[src/rtl/caesar_pkg.sv]
// Constants and FSM encoding shared by the Caesar encryption/decryption pair.
package caesar_pkg;

  localparam int CAESAR_D_WIDTH    = 8;
  localparam int CAESAR_KEY_WIDTH  = 16;
  localparam int CAESAR_FIFO_DEPTH = 4;

  localparam logic [7:0] CAESAR_END_CHAR = 8'hFA;

  typedef enum logic [1:0] {
    ST_IDLE  = 2'd0,
    ST_RUN   = 2'd1,
    ST_DRAIN = 2'd2
  } caesar_state_t;

endpackage

[src/rtl/caesar_fifo.sv]
// Synchronous FIFO, DEPTH x WIDTH, head visible combinationally on o_dat.
// The caller must not push when full or pop when empty.
module caesar_fifo #(
  parameter int DEPTH = 4,
  parameter int WIDTH = 8,
  localparam int AW   = $clog2(DEPTH),
  localparam int CW   = AW + 1
) (
  input  logic             i_clk,
  input  logic             i_rst_n,
  input  logic             i_push,
  input  logic             i_pop,
  input  logic [WIDTH-1:0] i_dat,
  output logic [WIDTH-1:0] o_dat,
  output logic             o_full,
  output logic             o_empty,
  output logic [CW-1:0]    o_count
);

  logic [WIDTH-1:0] r_mem [DEPTH];
  logic [AW-1:0]    r_wr_ptr;
  logic [AW-1:0]    r_rd_ptr;
  logic [CW-1:0]    r_count;

  always_ff @(posedge i_clk) begin
    if (i_push) begin
      r_mem[r_wr_ptr] <= i_dat;
    end
  end

  always_ff @(posedge i_clk) begin
    if (!i_rst_n) begin
      r_wr_ptr <= '0;
      r_rd_ptr <= '0;
      r_count  <= '0;
    end else begin
      if (i_push) begin
        r_wr_ptr <= r_wr_ptr + 1'b1;
      end
      if (i_pop) begin
        r_rd_ptr <= r_rd_ptr + 1'b1;
      end
      case ({i_push, i_pop})
        2'b10:   r_count <= r_count + 1'b1;
        2'b01:   r_count <= r_count - 1'b1;
        default: r_count <= r_count;
      endcase
    end
  end

  assign o_dat   = r_mem[r_rd_ptr];
  assign o_full  = (r_count == CW'(DEPTH));
  assign o_empty = (r_count == '0);
  assign o_count = r_count;

endmodule

[src/rtl/caesar_encryption.sv]
// Stream Caesar encryptor: data_o = data_i + key (mod 2^D_WIDTH), with an input
// FIFO, per-message key latch, and an end-of-message token passed through as-is.
module caesar_encryption
  import caesar_pkg::*;
#(
  parameter int                 D_WIDTH    = CAESAR_D_WIDTH,
  parameter int                 KEY_WIDTH  = CAESAR_KEY_WIDTH,
  parameter int                 FIFO_DEPTH = CAESAR_FIFO_DEPTH,
  parameter logic [D_WIDTH-1:0] END_CHAR   = D_WIDTH'(CAESAR_END_CHAR)
) (
  input  logic                 clk,
  input  logic                 rst_n,
  input  logic [D_WIDTH-1:0]   data_i,
  input  logic                 valid_i,
  input  logic [KEY_WIDTH-1:0] key,
  input  logic                 out_ready_i,
  output logic                 busy,
  output logic                 err_o,
  output logic [D_WIDTH-1:0]   data_o,
  output logic                 valid_o,
  output logic                 last_o
);

  localparam int CW = $clog2(FIFO_DEPTH) + 1;

  caesar_state_t r_state;
  caesar_state_t w_state_nxt;

  logic [D_WIDTH-1:0] r_key;
  logic [D_WIDTH-1:0] r_data;
  logic               r_valid;
  logic               r_last;
  logic               r_tok;
  logic               r_busy;
  logic               r_err;

  logic               w_push;
  logic               w_pop;
  logic               w_load;
  logic               w_full;
  logic               w_empty;
  logic               w_tok_done;
  logic               w_head_end;
  logic               w_in_end;
  logic               w_key_unused;
  logic [D_WIDTH-1:0] w_head;
  logic [D_WIDTH-1:0] w_enc;
  logic [CW-1:0]      w_count;
  logic [CW-1:0]      w_count_nxt;

  caesar_fifo #(
    .DEPTH (FIFO_DEPTH),
    .WIDTH (D_WIDTH)
  ) u_fifo (
    .i_clk   (clk),
    .i_rst_n (rst_n),
    .i_push  (w_push),
    .i_pop   (w_pop),
    .i_dat   (data_i),
    .o_dat   (w_head),
    .o_full  (w_full),
    .o_empty (w_empty),
    .o_count (w_count)
  );

  assign w_push      = valid_i && !r_busy && !w_full;
  assign w_load      = !r_valid || out_ready_i;
  assign w_pop       = w_load && !w_empty;
  assign w_in_end    = (data_i == END_CHAR);
  assign w_head_end  = (w_head == END_CHAR);
  assign w_enc       = w_head_end ? w_head : w_head + r_key;
  assign w_tok_done  = r_valid && out_ready_i && r_tok;
  assign w_count_nxt = w_count + CW'(w_push) - CW'(w_pop);

  // Only the low D_WIDTH key bits can change the result modulo 2^D_WIDTH.
  assign w_key_unused = ^key[KEY_WIDTH-1:D_WIDTH];

  always_ff @(posedge clk) begin
    if (!rst_n) begin
      r_state <= ST_IDLE;
    end else begin
      r_state <= w_state_nxt;
    end
  end

  always_comb begin
    w_state_nxt = r_state;
    case (r_state)
      ST_IDLE: begin
        if (w_push) begin
          w_state_nxt = w_in_end ? ST_DRAIN : ST_RUN;
        end
      end
      ST_RUN: begin
        if (w_push && w_in_end) begin
          w_state_nxt = ST_DRAIN;
        end
      end
      ST_DRAIN: begin
        if (w_tok_done) begin
          w_state_nxt = ST_IDLE;
        end
      end
      default: w_state_nxt = ST_IDLE;
    endcase
  end

  always_ff @(posedge clk) begin
    if (!rst_n) begin
      r_key   <= '0;
      r_data  <= '0;
      r_valid <= 1'b0;
      r_last  <= 1'b0;
      r_tok   <= 1'b0;
      r_busy  <= 1'b0;
      r_err   <= 1'b0;
    end else begin
      // The FIFO is always empty in IDLE, so no older char can see the new key.
      if ((r_state == ST_IDLE) && w_push) begin
        r_key <= key[D_WIDTH-1:0];
      end
      if (w_load) begin
        r_valid <= !w_empty;
        if (!w_empty) begin
          r_data <= w_enc;
          r_last <= (w_enc == END_CHAR);
          r_tok  <= w_head_end;
        end else begin
          r_last <= 1'b0;
          r_tok  <= 1'b0;
        end
      end
      r_busy <= (w_count_nxt == CW'(FIFO_DEPTH)) || (w_state_nxt == ST_DRAIN);
      if (valid_i && r_busy) begin
        r_err <= 1'b1;
      end
    end
  end

  assign busy    = r_busy;
  assign err_o   = r_err;
  assign data_o  = r_data;
  assign valid_o = r_valid;
  assign last_o  = r_last;

endmodule

[config.mk]
export PLATFORM = sky130hd
export DESIGN_NAME = caesar_encryption
export DESIGN_NICKNAME = d
export VERILOG_FILES = /design/src/rtl/caesar_pkg.sv /design/src/rtl/caesar_fifo.sv /design/src/rtl/caesar_encryption.sv
export SDC_FILE = /design/constraint.sdc
export NUM_CORES = 1
export LEC_CHECK = 0
export CORE_AREA = 5 5 82 84
export CTS_CLUSTER_DIAMETER = 200
export CTS_CLUSTER_SIZE = 12
export DETAILED_ROUTE_END_ITERATION = 6
export DIE_AREA = 0 0 87 89
export HOLD_SLACK_MARGIN = 0.08
export PLACE_DENSITY = 0.75
export SYNTH_ARGS = -nofsm -noshare
export SYNTH_HDL_FRONTEND = slang
export SYNTH_SLANG_ARGS = --single-unit
export TNS_END_PERCENT = 5
[constraint.sdc]
create_clock -name clk -period 2.3 [get_ports clk]
set_input_delay 0.345 -clock clk [delete_from_list [all_inputs] [get_ports clk]]
set_output_delay 0.345 -clock clk [all_outputs]
set_load 0.1 [all_outputs]
==> results of run 1 <==
==> synth_stat cells, types with 2 or more instances <==
library cell,n
a21oi_1,9
nand3_1,2
o221a_2,6
inv_2,2
nor2b_1,2
a31oi_1,2
o21ai_0,4
nand4_1,2
a21o_1,3
or3_1,2
xnor2_1,10
mux2i_1,9
edfxtp_1,32
a31o_2,2
ha_1,13
a211oi_1,3
xor2_1,4
fa_1,3
and2_2,4
mux4_2,8
inv_1,7
nand2_1,4
nand4b_1,2
clkbuf_1,5
dfxtp_1,32
nor3_1,2
nor2_1,20
==> layout by cell type (no fill, tap or decap), types with 3 or more instances in the layout <==
cell and count:
clkbuf_8 9, a21o_1 3, a21oi_1 8, nor2_1 19, dfxtp_1 27, buf_4 39, mux2i_1 9, edfxtp_1 32
clkinv_4 4, xor2_1 4, o21ai_0 4, ha_4 6, and2_2 4, inv_1 4, clkdlybuf4s50_1 18, xnor2_1 9
o221a_2 5, nand2_1 4, dfxtp_2 3, inv_2 4, mux4_2 8, ha_1 7
==> worst max path at each step <==
| stage | start | to | depth (start not counted) |
|---|---|---|---|
| after floorplan | valid_o | busy | 10 |
| after global placement | valid_i | busy | 11 |
| after detailed placement | valid_i | busy | 11 |
| after CTS | flip-flop | last_o | 9 |
| after global routing | flip-flop | last_o | 9 |
| final | flip-flop | data_o[6] | 9 |
==> routing by layer <==
layer  global-route usage  vias to the layer above  share of wire
met5                    0                        -              0
met4              0.07790                        0          0.013
met3              0.04608                        6          0.051
met2               0.2836                       43           0.51
met1               0.1826                      892           0.42
li1                     -                      904              -
==> kinds of logic (layout without fill, tap and decap cells) <==
| kind of cell | after synthesis | in the layout | synth area share |
|---|---|---|---|
| flip-flops | 64 | 64 | 0.5694 |
| AND/OR/NAND/NOR | 49 | 49 | 0.09520 |
| AO/OA/AOI/OAI | 33 | 33 | 0.09119 |
| multiplexers | 17 | 17 | 0.09609 |
| adder cells (fa/ha/maj) | 16 | 16 | 0.07918 |
| buffers and inverters | 16 | 83 | 0.02536 |
| XOR/XNOR | 14 | 14 | 0.04359 |
==> worst max-delay path, delay by kind of cell (launching register included) <==
kind	cells	cell delay (ns)
adders and majority gates	2	0.58
muxes	1	0.56
DFF	1	0.35
buffers and inverters	1	0.15
AOI/OAI and AO/OA	4	0.67
xor gates and xnor gates	1	0.11
==> layout make-up <==
class	count	area, um^2	area share
flip-flops and latches	64	1613	0.4339
multi-input cells	129	1265	0.3403
repair buffers	58	481.7	0.1296
clock buffers	9	123.9	0.03332
clock inverters	7	103.9	0.02794
well taps	75	93.84	0.02524
inverters	9	36.28	0.009761
==> power by group <==
part	total (mW)	leakage (nW)	switching [mW]	internal, mW
logic	2.82	0.790	1.62	1.20
clock network	1.09	0.114	0.469	0.621
registers	1.62	0.559	0.150	1.47
==> per-stage QoR <==
step / hold slack (ns) / setup slack (ns)
after global routing: 0.4595 / -0.2825
after CTS: 0.4024 / -0.1854
after global placement: 0.4559 / -0.3675
after detailed placement: 0.4776 / -0.4481
after floorplan: 0.4439 / -0.1201
final: 0.4075 / -0.2064
==> timing repair <==
action,CTS,global route
pin swaps,3,14
hold buffers,0,0
endpoints found under the setup margin,6,8
buffers inserted,0,1
resized for setup,6,5
==> state kept, by name, indices dropped and copies added (netlist names), 2 cells and up, named ones only <==
register         count
r_key                8
data_o               8
u_fifo.r_mem        32
r_state              2
u_fifo.r_rd_ptr      2
u_fifo.o_count       3
u_fifo.r_wr_ptr      2
==> flow_summary_export.csv, run 1 <==
group,metric,value,unit
yosys,synthTopCellsByArea,"edfxtp_1 34%, dfxtp_1 23%, mux4_2 6.4%, ha_1 5.8%, mux2i_1 3.2%",
yosys,synth_edf_count,32,
yosys,syn-mean-instance-area,13.46,um^2
grt,grt_max_degree,14,
clock_tree,clock_sinks,64,
drt,postRouteWirelength,5679,um
placement,post-dp-hpwl,4151,um
die,ios,40,
yosys,syn_inst,209,
yosys,synth_area_leader_cell,"edfxtp_1",
worst_hold_path,min_to,"err_o",
grt,grt_pass1_vias,1945,
drt,vias,1845,
pwr,ir_worst_vdd,0.001007,V
setup_path,worst-setup-path-type,"flip-flop to flip-flop",
timing,max-slew-margin-rel,0.6760,
setup_path,r2r_cells,9,
die,die_h,89,um
clock_tree,cts_tree,"done",
setup_path,cp_data_arrival_time,2.76,ns
pwr,p_leak,1.463,nW
yosys,ys_seq_elements,64,
worst_hold_path,min-delay-start,"valid_i",
yosys,yosysWarnings,0,
yosys,synth-main-ff-cell,"edfxtp_1",
drt,ant_nets,0,
drt,first_iter_violations,43,
clock_tree,clk_pin_slew,0.08,ns
placement,portBuffers,31,
die,die_w,87,um
setup_path,ff2ff_setup_slack,-0.21,ns
finish,num-fill-cells,437,
worst_hold_path,hp-class,"input port to flip-flop",
clock_tree,clockRootBuffer,"clkbuf_8",
timing,finalSetupViolCount,4,
yosys,synthDistinctLibCells,42,
finish,final_area,3717,um^2
grt,overflow,0,
pwr,power_density,1489,nW/um^2
worst_hold_path,worstHoldPathCells,3,
setup_path,critical_path.max_fanout,3,
die,num_rows,28,
timing,skew,0.01348,ns
timing,finalCritPeriodShare,1.090,
yosys,synth_top_area_frac,0.3416,
flow_run,drv_cap,0,
clock_tree,cts.path.max_buffers,2,
finish,diodes,0,
outcome,violations,"setup timing",
outcome,status,"finished, violations left",
drt,vias_per_cell,5.256,
timing,min_period,2.506,ns
setup_path,slowest_delay,0.56,ns
yosys,syn_nets,253,
timing,setup-tns-final,-0.5717,ns
timing,tightest_slew,0.4861,ns
timing,slew_violations,0,
grt,antenna_found_initial,0,
drt,dr.pass1.iters,4,
finish,fin_nets,315,
die,dieArea,7743,um^2
yosys,async_reset_ff_frac,0,
timing,grt_setup_unrepaired,"yes",
finish,syn_to_final_growth,32.16,%
finish,final_cells,351,
die,initial_core_util,0.4808,
setup_path,path_cells,"mux4_2 > ha_4 > fa_2 > a211oi_2 > o21bai_1 > a21oi_1 > xnor2_1 > buf_4 > o221a_4",
timing,hold_viol_final,0,
grt,grt_usage,0.1622,
placement,dp.cells,334,
pwr,total_power,5.536,mW
yosys,syn-cell-area,2813,um^2
setup_path,slowest_stage,"mux4_2",
timing,fmax,399.0,MHz
placement,place_area,3410,um^2
die,core_area,5851,um^2
clock_tree,numCtsBuffers,9,
clock_tree,cts_max_level,3,
yosys,synth_seq_area_share,0.5694,
finish,fin_util,0.6354,
setup_path,cp.required,2.55,ns
drt,drc,0,
setup_path,endpoint_kind,"flip-flop",
setup_path,cp-start-kind,"flip-flop",
setup_path,reg2reg_to,"data_o[6]",
finish,layout-drive-gt1-share,0.3696,
drt,wl_per_cell,16.18,um
grt,grt_pass1_wl,9246,um
clock_tree,clk_latency,0.35,ns
timing,worst_slack,-0.2064,ns
placement,gp_routability_congestion,0.8434,
No activity file was read; power rests on OpenSTA's default activity.
==> run 2, diff against run 1 <==
--- a/config.mk
+++ b/config.mk
@@ -10,7 +10,7 @@
 export CTS_CLUSTER_SIZE = 12
 export DETAILED_ROUTE_END_ITERATION = 6
 export DIE_AREA = 0 0 87 89
-export HOLD_SLACK_MARGIN = 0.08
+export HOLD_SLACK_MARGIN = 0.02
 export PLACE_DENSITY = 0.75
 export SYNTH_ARGS = -nofsm -noshare
 export SYNTH_HDL_FRONTEND = slang
==> results of run 2 <==
No change in the layout: final DEF, timing and power equal those of run 1.
==> run 3, diff against run 2 <==
--- a/config.mk
+++ b/config.mk
@@ -5,6 +5,7 @@
 export SDC_FILE = /design/constraint.sdc
 export NUM_CORES = 1
 export LEC_CHECK = 0
+export CAP_MARGIN = 10
 export CORE_AREA = 5 5 82 84
 export CTS_CLUSTER_DIAMETER = 200
 export CTS_CLUSTER_SIZE = 12
==> results of run 3 <==
No change in the layout: final DEF, timing and power equal those of run 1.
